<file path="src/rtl/bcd_pkg.sv">
// Shared definitions for the sequential binary-to-BCD converter:
// FSM encodings, digit geometry and elaboration-time sizing helpers.
package bcd_pkg;

   typedef enum logic [1:0] {
      ST_IDLE  = 2'd0,
      ST_SHIFT = 2'd1,
      ST_DONE  = 2'd2
   } state_t;

   localparam int          BCD_DIG_W   = 4;
   localparam logic [3:0]  ADD3_THRESH = 4'd5;

   // Largest decimal value representable with n BCD digits, plus one.
   function automatic longint pow10(input int n);
      longint r;
      r = 1;
      for (int i = 0; i < n; i++) begin
         r = r * 10;
      end
      return r;
   endfunction

   function automatic longint max_bin(input int width);
      return (longint'(1) << width) - 1;
   endfunction

endpackage

</file>
<file path="src/rtl/bcd_add3_cell.sv">
// Double-dabble correction for one BCD digit: digits of 5 or more get +3
// so the following left shift carries correctly into the next digit.
module bcd_add3_cell
   import bcd_pkg::*;
(
   input  logic [BCD_DIG_W-1:0] digit_in,
   output logic [BCD_DIG_W-1:0] digit_out
);

   always_comb begin
      digit_out = digit_in;
      if (digit_in >= ADD3_THRESH) begin
         digit_out = digit_in + 4'd3;
      end
   end

endmodule

</file>
<file path="src/rtl/bin2bcd_seq_ctrl.sv">
// Iterative binary-to-BCD converter: one shift-and-add-3 step per clock,
// start/busy/done handshake, result held in bcd_out between conversions.
module bin2bcd_seq_ctrl
   import bcd_pkg::*;
#(
   parameter int WIDTH  = 8,
   parameter int DIGITS = 3
) (
   input  logic                      clk,
   input  logic                      rst,
   input  logic                      start,
   input  logic [WIDTH-1:0]          bin_in,
   output logic                      busy,
   output logic                      done,
   output logic [BCD_DIG_W*DIGITS-1:0] bcd_out
);

   localparam int CNT_W = $clog2(WIDTH + 1);
   localparam int BCD_W = BCD_DIG_W * DIGITS;

   if (pow10(DIGITS) <= max_bin(WIDTH)) begin : g_bad_digits
      $error("bin2bcd_seq_ctrl: DIGITS=%0d cannot hold 2**%0d-1", DIGITS, WIDTH);
   end

   state_t             state_q, state_d;
   logic [WIDTH-1:0]   bin_sr_q, bin_sr_d;
   logic [BCD_W-1:0]   bcd_sr_q, bcd_sr_d;
   logic [CNT_W-1:0]   cnt_q, cnt_d;
   logic [BCD_W-1:0]   bcd_out_q, bcd_out_d;
   logic [BCD_W-1:0]   bcd_adj;
   logic [BCD_W+WIDTH-1:0] shifted;

   for (genvar i = 0; i < DIGITS; i++) begin : g_add3
      bcd_add3_cell u_cell (
         .digit_in  (bcd_sr_q[i*BCD_DIG_W +: BCD_DIG_W]),
         .digit_out (bcd_adj[i*BCD_DIG_W +: BCD_DIG_W])
      );
   end

   // Corrected digits and the binary operand shift together as one register.
   assign shifted = {bcd_adj, bin_sr_q} << 1;

   always_comb begin
      state_d   = state_q;
      bin_sr_d  = bin_sr_q;
      bcd_sr_d  = bcd_sr_q;
      cnt_d     = cnt_q;
      bcd_out_d = bcd_out_q;
      case (state_q)
         ST_IDLE: begin
            if (start) begin
               bin_sr_d = bin_in;
               bcd_sr_d = '0;
               cnt_d    = '0;
               state_d  = ST_SHIFT;
            end
         end
         ST_SHIFT: begin
            {bcd_sr_d, bin_sr_d} = shifted;
            cnt_d = cnt_q + CNT_W'(1);
            // Capture on the last shift so bcd_out is already valid while done is high.
            if (cnt_q == CNT_W'(WIDTH - 1)) begin
               bcd_out_d = shifted[BCD_W+WIDTH-1:WIDTH];
               state_d   = ST_DONE;
            end
         end
         ST_DONE: begin
            state_d = ST_IDLE;
         end
         default: begin
            state_d = ST_IDLE;
         end
      endcase
   end

   always_ff @(posedge clk or posedge rst) begin
      if (rst) begin
         state_q   <= ST_IDLE;
         bin_sr_q  <= '0;
         bcd_sr_q  <= '0;
         cnt_q     <= '0;
         bcd_out_q <= '0;
      end else begin
         state_q   <= state_d;
         bin_sr_q  <= bin_sr_d;
         bcd_sr_q  <= bcd_sr_d;
         cnt_q     <= cnt_d;
         bcd_out_q <= bcd_out_d;
      end
   end

   assign busy    = (state_q != ST_IDLE);
   assign done    = (state_q == ST_DONE);
   assign bcd_out = bcd_out_q;

endmodule
</file>
<file path="config.mk">
export PLATFORM = sky130hd
export DESIGN_NAME = bin2bcd_seq_ctrl
export DESIGN_NICKNAME = d
export VERILOG_FILES = /design/src/rtl/bcd_pkg.sv /design/src/rtl/bcd_add3_cell.sv /design/src/rtl/bin2bcd_seq_ctrl.sv
export SDC_FILE = /design/constraint.sdc
export NUM_CORES = 1
export LEC_CHECK = 0
export BUFFER_PORTS_ARGS = -buffer_cell sky130_fd_sc_hd__buf_4
export CAP_MARGIN = 20
export CELL_PAD_IN_SITES_DETAIL_PLACEMENT = 1
export CELL_PAD_IN_SITES_GLOBAL_PLACEMENT = 1
export CORE_MARGIN = 4
export CORE_UTILIZATION = 44
export DETAILED_ROUTE_END_ITERATION = 16
export GPL_ROUTABILITY_DRIVEN = 0
export PLACE_DENSITY_LB_ADDON = 0.1
export SLEW_MARGIN = 20
export SYNTH_ARGS = -nofsm -noshare
export SYNTH_HDL_FRONTEND = slang
export SYNTH_SLANG_ARGS = --single-unit
</file>
<file path="constraint.sdc">
create_clock -name clk -period 1.8 [get_ports clk]
set_input_delay 0.36 -clock clk [delete_from_list [all_inputs] [get_ports clk]]
set_output_delay 0.36 -clock clk [all_outputs]
set_load 0.02 [all_outputs]
</file>
==> reports/metrics.cfg, run 1 <==
[outcome]
status=complete, no violations

[setup_path]
crit_buf_inv=2
crit_type=flip-flop to primary output
max_stage_delay_ps=430
critPathArrivalTime_ps=1340
reg2regPathDepth=6
worstPathCellList=buf_4, or2_2, buf_4
r2r-end=bcd_out[10]$_DFFE_PP0P_
worst_setup_path_end_kind=primary output
crit_top_cell=buf_4
required_ps=1440
rr_startpoint=bcd_sr_q[9]$_DFFE_PP0P_
critical_path.max_fanout=11
crit_slowest_cell=dfrtp_1
regToRegSetupSlack_ps=160
crit_family=flip-flops
cp-start-kind=flip-flop

[timing]
grt_setup_unrepaired=no
finalHoldViolCount=0
max_freq_mhz=587
tns_ps=0
relSlewSlack_pct=68.2
period_needed_ps=1700
worstMarginPinSlew_ps=476
finalCritPeriodShare_pct=94.7
setup_viol=0
fin_skew_ps=9.73
slew_violations=0

[routing]
drt_iter0_drc=52
dr.pass1.iters=4
via_per_inst=5.46
remaining_drc_errors=0
antenna_left=0
drt-wirelength-per-cell_um=15.3
wl_um=3980
num_vias=1420

[pwr]
seq_power_share_pct=38.4
pwr-share-clk_pct=18.4
p_per_area_mw_per_mm2=1810
switching_share_pct=38.0
p_leak_uw=0.00101
power_switching_uw=1510
comb_power_share_pct=43.2
cellInternalPower_uw=2460
vdd_drop_max_uv=870

[hold_path]
hold_class=input port to async pin

[logic_synthesis]
synth_top_area_share_pct=52.0
syn_avg_cell_area_um2=10.1
synth_fp_nets=199
synthArstFlopShare_pct=100
synth_area_leaders=dfrtp_1 (52%), o21ai_0 (6.8%), ha_1 (4.8%)
synth-seq-cells=38
synthMostInstantiatedCell=dfrtp_1
synth-edff-count=0
synth_top_cell_by_area=dfrtp_1
syn-cell-area_mm2=0.00183
ys_types=27
synth_flop_cell=dfrtp_1
syn_inst=181
yosysSeqAreaShare_pct=52.0
yosys_warnings=0
synth_common_cells=dfrtp_1 (38), o21ai_0 (25), nand2_1 (20)

[clock_tree]
cts_max_level=2
clk_path_buf_depth=2
clock_sinks=38
cts_made_buffers=5
cts_tree=yes
insertion_delay_ps=290
cts_setup_buffers=0
clkTransAtPathRegs_ps=70
cts_root_buffer=clkbuf_8

[final_layout]
num_antenna_cells=0
stdcell_area_mm2=0.00219
fill_cells=447
drive_gt1_share_pct=24.3
fin_util_pct=54.8
area_growth_syn_to_layout_pct=19.8
fin_nets=228

[global_route]
grt_max_degree=39
grt.overflow.total=0
antenna_found_initial=0
grt_pass1_wl_um=7060
grt_use_total_pct=17.2
grt_pass1_vias=1529

[floorplan]
fp-row-count=23
die_area_mm2=0.00525
io_pins=25
core_mm2=0.00400
die_x_um=72.5
start_util_pct=45.7
die_y_um=72.5

[run]
maxCapViolations=0

[placed_design]
place.detailed.hpwl_um=2840
dpl_cell_area_mm2=0.00207
numPortBuffers=24

cells by family (layout without fill, tap and decap cells):
kind of cell    Yosys count  in the layout  synth area share [%]
mux                       7              7                  4.31
buf+inv                  16             45                  3.97
xor+xnor                  3              3                  1.44
simple gates             56             56                  16.9
compound gates           54             54                  16.6
fa+ha+maj                 7              7                  4.79
flops                    38             38                  52.0
cell usage in the layout, fill, tap and decap left out, drive strengths merged, types with 4 or more instances in the layout:
cell type / n
a21oi: 17
a22o: 6
buf: 30
clkbuf: 6
dfrtp: 38
ha: 7
inv: 8
mux2: 7
nand2: 20
nand2b: 4
nor2: 11
nor3: 4
nor3b: 9
o21ai: 25
power groups by stage:
stage	Combinational (uW)	Sequential, uW	Clock, uW
6_report	1710	1520	729
2_1_floorplan	1070	1610	0
5_1_grt	1920	1580	798
3_3_place_gp	1640	1500	0
4_1_cts	1740	1520	751
3_5_place_dp	1730	1540	0
state kept, by name, indices dropped and copies added (netlist names):
register / cells
bcd_out: 12
bcd_sr_q: 12
bin_sr_q: 8
cnt_q: 4
state_q: 2
cell type report:
type | instances | area [um^2] | share of cell area (%)
inverters | 8 | 30.0 | 1.37
repair buffers | 30 | 225 | 10.3
clock buffers | 6 | 82.6 | 3.77
flip-flops and latches | 38 | 952 | 43.4
multi-input cells | 127 | 810 | 36.9
well taps | 50 | 62.6 | 2.85
clock inverters | 1 | 30.0 | 1.37
layer usage:
| metal | wire length (um) | part of all wire, % | global-route usage, % |
|---|---|---|---|
| met1 | 1680 | 42 | 20.2 |
| met2 | 2110 | 53 | 31.0 |
| met3 | 150 | 3.8 | 4.85 |
| met4 | 34 | 0.85 | 4.10 |
| met5 | 0 | 0 | 0 |
stage by stage:
step | std cells | worst slack [ps] | power [uW] | hold slack, ps
after floorplan | 181 | 261 | 2680 | 450
after global placement | 253 | 206 | 3150 | 468
after detailed placement | 253 | 135 | 3260 | 484
after CTS | 260 | 13.5 | 4020 | 206
after global routing | 260 | 2.67 | 4310 | 227
final | 260 | 95.5 | 3960 | 178
worst max-delay path by stage:
stage,start,depth (start not counted),to
6_report,state_q[0]$_DFFE_PP0P_,3,busy
3_5_place_dp,bcd_sr_q[9]$_DFFE_PP0P_,6,bcd_out[10]$_DFFE_PP0P_
4_1_cts,state_q[1]$_DFFE_PP0P_,2,busy
5_1_grt,bcd_sr_q[4]$_DFFE_PP0P_,6,bcd_sr_q[6]$_DFFE_PP0P_
2_1_floorplan,bcd_sr_q[8]$_DFFE_PP0P_,5,bcd_out[10]$_DFFE_PP0P_
3_3_place_gp,bcd_sr_q[9]$_DFFE_PP0P_,6,bcd_out[10]$_DFFE_PP0P_
worst reg2reg max path, delay by kind of cell (launching register included):
family,cells,cell delay (ps)
buf+inv,1,100
compound gates,2,400
flops,1,390
simple gates,1,70
fa+ha+maj,1,220
mux,1,370
timing repair:
action | in CTS | in global routing
hold buffers | 0 | 0
gates resized for setup | 0 | 2
endpoints found under the setup margin | 0 | 3
endpoints found under the hold margin | 0 | 0
No activity file was read; power rests on OpenSTA's default activity.
==> inputs of run 2 (changes only) <==
--- a/config.mk
+++ b/config.mk
@@ -7,13 +7,11 @@
 export LEC_CHECK = 0
 export BUFFER_PORTS_ARGS = -buffer_cell sky130_fd_sc_hd__buf_4
 export CAP_MARGIN = 20
-export CELL_PAD_IN_SITES_DETAIL_PLACEMENT = 1
-export CELL_PAD_IN_SITES_GLOBAL_PLACEMENT = 1
 export CORE_MARGIN = 4
-export CORE_UTILIZATION = 44
+export CORE_UTILIZATION = 56
 export DETAILED_ROUTE_END_ITERATION = 16
 export GPL_ROUTABILITY_DRIVEN = 0
-export PLACE_DENSITY_LB_ADDON = 0.1
+export PLACE_DENSITY = 0.78
 export SLEW_MARGIN = 20
 export SYNTH_ARGS = -nofsm -noshare
 export SYNTH_HDL_FRONTEND = slang
==> run 2 against run 1 <==
Net effect:
- via count decreased by 0.21%
- critical path type unchanged
- critical endpoint unchanged
- die area decreased by 19%
- fmax decreased by 1.9%
- setup slack got worse by 32 ps
- largest power group unchanged
==> reports/metrics.cfg, run 2 (synthesized netlist as in run 1, its figures left out) <==
[pwr]
comb_power_share_pct=47.0
vdd_drop_max_uv=774
switching_share_pct=40.2
cellInternalPower_uw=2230
p_leak_uw=0.000997
p_per_area_mw_per_mm2=1720
seq_power_share_pct=40.7
pwr-share-clk_pct=12.3
power_switching_uw=1500

[global_route]
grt_pass1_wl_um=6180
grt_max_degree=39
grt_pass1_vias=1352
grt_use_total_pct=19.2
antenna_found_initial=0
grt.overflow.total=0

[setup_path]
rr_startpoint=bcd_sr_q[0]$_DFFE_PP0P_
required_ps=1440
cp-start-kind=flip-flop
r2r-end=bcd_sr_q[2]$_DFFE_PP0P_
crit_type=flip-flop to primary output
reg2regPathDepth=6
critical_path.max_fanout=10
regToRegSetupSlack_ps=140
critPathArrivalTime_ps=1380
worst_setup_path_end_kind=primary output

[clock_tree]
clock_sinks=38
insertion_delay_ps=340
clk_path_buf_depth=2
cts_tree=yes
cts_root_buffer=clkbuf_4
cts_max_level=2
clkTransAtPathRegs_ps=110
cts_made_buffers=5

[floorplan]
fp-row-count=20
core_mm2=0.00308
die_area_mm2=0.00425
io_pins=25
die_x_um=65.2
start_util_pct=59.4
die_y_um=65.2

[timing]
finalCritPeriodShare_pct=96.5
timing.hold.ws_ps=118
relSlewSlack_pct=68.1
fin_skew_ps=12.4
slew_violations=0
setup_viol=0
period_needed_ps=1740
max_freq_mhz=576
worstMarginPinSlew_ps=478
finalHoldViolCount=0

[hold_path]
hold_class=input port to async pin

[routing]
highest_layer=met4
antenna_left=0
via_per_inst=5.49
met2_length_um=1710
drt_iter0_drc=56
wl_met1_um=1610
drt-wirelength-per-cell_um=13.8
dr.pass1.iters=4
num_vias=1417
wl_met3_um=158
wl_um=3560
remaining_drc_errors=0

[final_layout]
final_cell_mix=dfrtp_1 (36), buf_4 (33), o21ai_0 (25)
final_common_cell=dfrtp_1
fin_util_pct=70.3
num_antenna_cells=0
fin_nets=231
fin_cells=258
drive_gt1_share_pct=27.1
area_growth_syn_to_layout_pct=18.3
stdcell_area_mm2=0.00216

[run]
maxCapViolations=0

[placed_design]
placed_cells=248
numPortBuffers=24
dpl_cell_area_mm2=0.00207
place.detailed.hpwl_um=2460

[outcome]
status=complete, no violations

## run 2: cell types whose count changed in the layout (fill, tap and decap cells not counted), sizes merged
cell	change
buf	+3
bufinv	-1
clkbuf	+1
clkinv	+1
## run 2: cell type report
| class | instances | area (um^2) |
|---|---|---|
| Sequential cell | 38 | 953 |
| Fill cell | 237 | 913 |
| Multi-Input combinational cell | 127 | 818 |
| Timing Repair Buffer | 33 | 248 |
| Clock buffer | 7 | 55.1 |
| Tap cell | 44 | 55.1 |
| Inverter | 8 | 30.0 |
| Clock inverter | 1 | 5.00 |
## run 2: worst max-delay path by stage
stage,start,end,cells past startpoint
2_1_floorplan,bcd_sr_q[8]$_DFFE_PP0P_,bcd_out[10]$_DFFE_PP0P_,5
3_3_place_gp,bcd_sr_q[9]$_DFFE_PP0P_,bcd_out[10]$_DFFE_PP0P_,6
3_5_place_dp,bcd_sr_q[4]$_DFFE_PP0P_,bcd_out[6]$_DFFE_PP0P_,6
4_1_cts,state_q[0]$_DFFE_PP0P_,busy,3
5_1_grt,state_q[0]$_DFFE_PP0P_,busy,3
6_report,state_q[0]$_DFFE_PP0P_,busy,3
## run 2: what timing repair did
action                                 in CTS  in global routing
buffers inserted                            0                  2
setup endpoints to repair                   0                  4
hold buffers                                0                  0
endpoints found under the hold margin       0                  0
gates resized for setup                     0                  6
## run 2: critical path: stages (launching register included)
cell	delay [ps]
dfrtp_2	440
buf_4	170
or2_2	270
buf_4	160
## run 2: per-layer routing
| metal | global-route usage, % | up-vias |
|---|---|---|
| li1 | - | 693 |
| met1 | 23.8 | 685 |
| met2 | 31.5 | 28 |
| met3 | 5.64 | 11 |
| met4 | 7.51 | 0 |
| met5 | 0 | - |
## run 2: power by group through the flow
stage / combinational [uW] / clock [uW] / sequential, uW
2_1_floorplan: 1070 / 0 / 1610
3_3_place_gp: 1620 / 0 / 1500
3_5_place_dp: 1710 / 0 / 1520
4_1_cts: 1710 / 467 / 1510
5_1_grt: 1950 / 518 / 1570
6_report: 1750 / 457 / 1520
## run 2: through the flow
stage	worst slack [ps]	total power (uW)	TNS (ps)
2_1_floorplan	261	2680	0
3_3_place_gp	219	3120	0
3_5_place_dp	116	3230	0
4_1_cts	4.02	3690	0
5_1_grt	-2.69	4040	-2.69
6_report	63.4	3730	0
==> inputs of run 3 (changes only) <==
--- a/config.mk
+++ b/config.mk
@@ -7,11 +7,13 @@
 export LEC_CHECK = 0
 export BUFFER_PORTS_ARGS = -buffer_cell sky130_fd_sc_hd__buf_4
 export CAP_MARGIN = 20
+export CELL_PAD_IN_SITES_DETAIL_PLACEMENT = 2
+export CELL_PAD_IN_SITES_GLOBAL_PLACEMENT = 2
 export CORE_MARGIN = 4
-export CORE_UTILIZATION = 56
+export CORE_UTILIZATION = 36
 export DETAILED_ROUTE_END_ITERATION = 16
 export GPL_ROUTABILITY_DRIVEN = 0
-export PLACE_DENSITY = 0.78
+export PLACE_DENSITY_LB_ADDON = 0.1
 export SLEW_MARGIN = 20
 export SYNTH_ARGS = -nofsm -noshare
 export SYNTH_HDL_FRONTEND = slang
==> run 3 against run 2 <==
Net effect:
- worst hold slack gained 71 ps
- clock power grew 33%
- die area grew 48%
- sequential power about the same
- cell count grew 8.9%
- highest routed layer unchanged
- sequential share of layout area decreased by 1.3 points
- sequential cell count is the same
- setup slack improved by 85 ps
- via count grew 2.1%
- critical path depth down 1
- non-clock buffer count unchanged
- combinational power increased by 3%
==> reports/metrics.cfg, run 3 (synthesized netlist as in run 1, its figures left out) <==
[outcome]
status=complete, no violations

[clock_tree]
cts_made_buffers=5
cts_setup_buffers=0
cts_root_buffer=clkbuf_8
cts_max_level=2
clkTransAtPathRegs_ps=80
clk_path_buf_depth=2
insertion_delay_ps=290
clock_sinks=38
cts_tree=yes

[setup_path]
cp-start-kind=flip-flop
worst_setup_path_end_kind=primary output
required_ps=1440
crit_type=flip-flop to primary output
critPathArrivalTime_ps=1290
critical_path.max_fanout=13
max_stage_delay_ps=510
worstPathCellList=or2_2, buf_4
crit_slowest_cell=dfrtp_2

[timing]
slew_violations=0
finalCritPeriodShare_pct=91.8
grt_setup_unrepaired=no
setup_slack_ps=148
fin_skew_ps=6.69
timing.hold.ws_ps=189
period_needed_ps=1650
worstMarginPinSlew_ps=492
setup_viol=0
finalHoldViolCount=0
tns_ps=0
relSlewSlack_pct=67.2
max_freq_mhz=605

[routing]
wl_met1_um=1920
met2_length_um=2460
wl_um=4620
via_per_inst=5.15
drt-wirelength-per-cell_um=16.4
highest_layer=met4
drt_iter0_drc=29
num_vias=1447
wl_met3_um=162
remaining_drc_errors=0
dr.pass1.iters=2
antenna_left=0

[floorplan]
fp-row-count=25
core_mm2=0.00482
die_x_um=79.3
start_util_pct=38.0
io_pins=25
die_y_um=79.3
die_area_mm2=0.00629

[final_layout]
num_antenna_cells=0
final_common_cell=dfrtp_1
fin_nets=231
fin_util_pct=46.2
area_growth_syn_to_layout_pct=21.8
fill_cells=534
drive_gt1_share_pct=27.1
final_cell_mix=dfrtp_1 (37), buf_4 (33), o21ai_0 (25)

[placed_design]
place.detailed.hpwl_um=3310
numPortBuffers=24
place_worst_setup_slack_ps=76.2

[global_route]
grt.overflow.total=0
grt_pass1_vias=1690
antenna_found_initial=0
grt_max_degree=39
grt_use_total_pct=16.6
grt_pass1_wl_um=8080

[pwr]
p_per_area_mw_per_mm2=1770
vdd_drop_max_uv=612
finalPower_uw=3950
p_leak_uw=0.00101

[hold_path]
hold_class=input port to async pin

[run]
maxCapViolations=0

[run 3: area by class of cell]
| cell class | instances | area [um^2] | area share, % |
|---|---|---|---|
| sequential | 38 | 952 | 42.8 |
| multi-input combinational | 127 | 822 | 36.9 |
| timing repair buffer | 33 | 248 | 11.1 |
| clock buffer | 7 | 86.3 | 3.88 |
| tap | 67 | 83.8 | 3.76 |
| inverter | 8 | 30.0 | 1.35 |
| clock inverter | 1 | 5.00 | 0.225 |
[run 3: stage by stage]
step / cells / instance area (um^2)
after global placement: 273 / 2120
after floorplan: 181 / 1830
final: 281 / 2230
after global routing: 281 / 2230
after detailed placement: 273 / 2120
after CTS: 281 / 2210
[run 3: critical path, delay by kind of cell (launching register included)]
kind | cells | cell delay, ps
flops | 1 | 510
buf+inv | 1 | 160
simple gates | 1 | 320
[run 3: where the power goes]
group	internal (uW)	switching, uW	leakage [uW]
registers	1220	323	0.000474
clock network	309	301	0.0000482
logic	829	970	0.000492
total	2360	1590	0.00101
[run 3: repair_timing]
item	in CTS	in global routing
resized for setup	0	6
endpoints found under the setup margin	0	5
hold buffers	0	0
[run 3: worst paths after layout]
check	depth (start not counted)	to	startpoint	slack, ps
setup reg to reg	6	bcd_sr_q[2]$_DFFE_PP0P_	bcd_sr_q[0]$_DFFE_PP0P_	150
max in group asynchronous	3	state_q[1]$_DFFE_PP0P_	rst	1250
setup / recovery	2	busy	state_q[1]$_DFFE_PP0P_	150
min in group clk	5	bin_sr_q[0]$_DFFE_PP0P_	bin_in[0]	490
hold / removal	3	bcd_sr_q[11]$_DFFE_PP0P_	rst	190
hold reg to reg	2	bin_sr_q[5]$_DFFE_PP0P_	bin_sr_q[5]$_DFFE_PP0P_	490
[run 3: routing by layer]
| metal | vias up | track usage [%] |
|---|---|---|
| li1 | 686 | - |
| met1 | 731 | 19.1 |
| met2 | 23 | 29.7 |
| met3 | 7 | 4.54 |
| met4 | 0 | 5.33 |
| met5 | - | 0 |
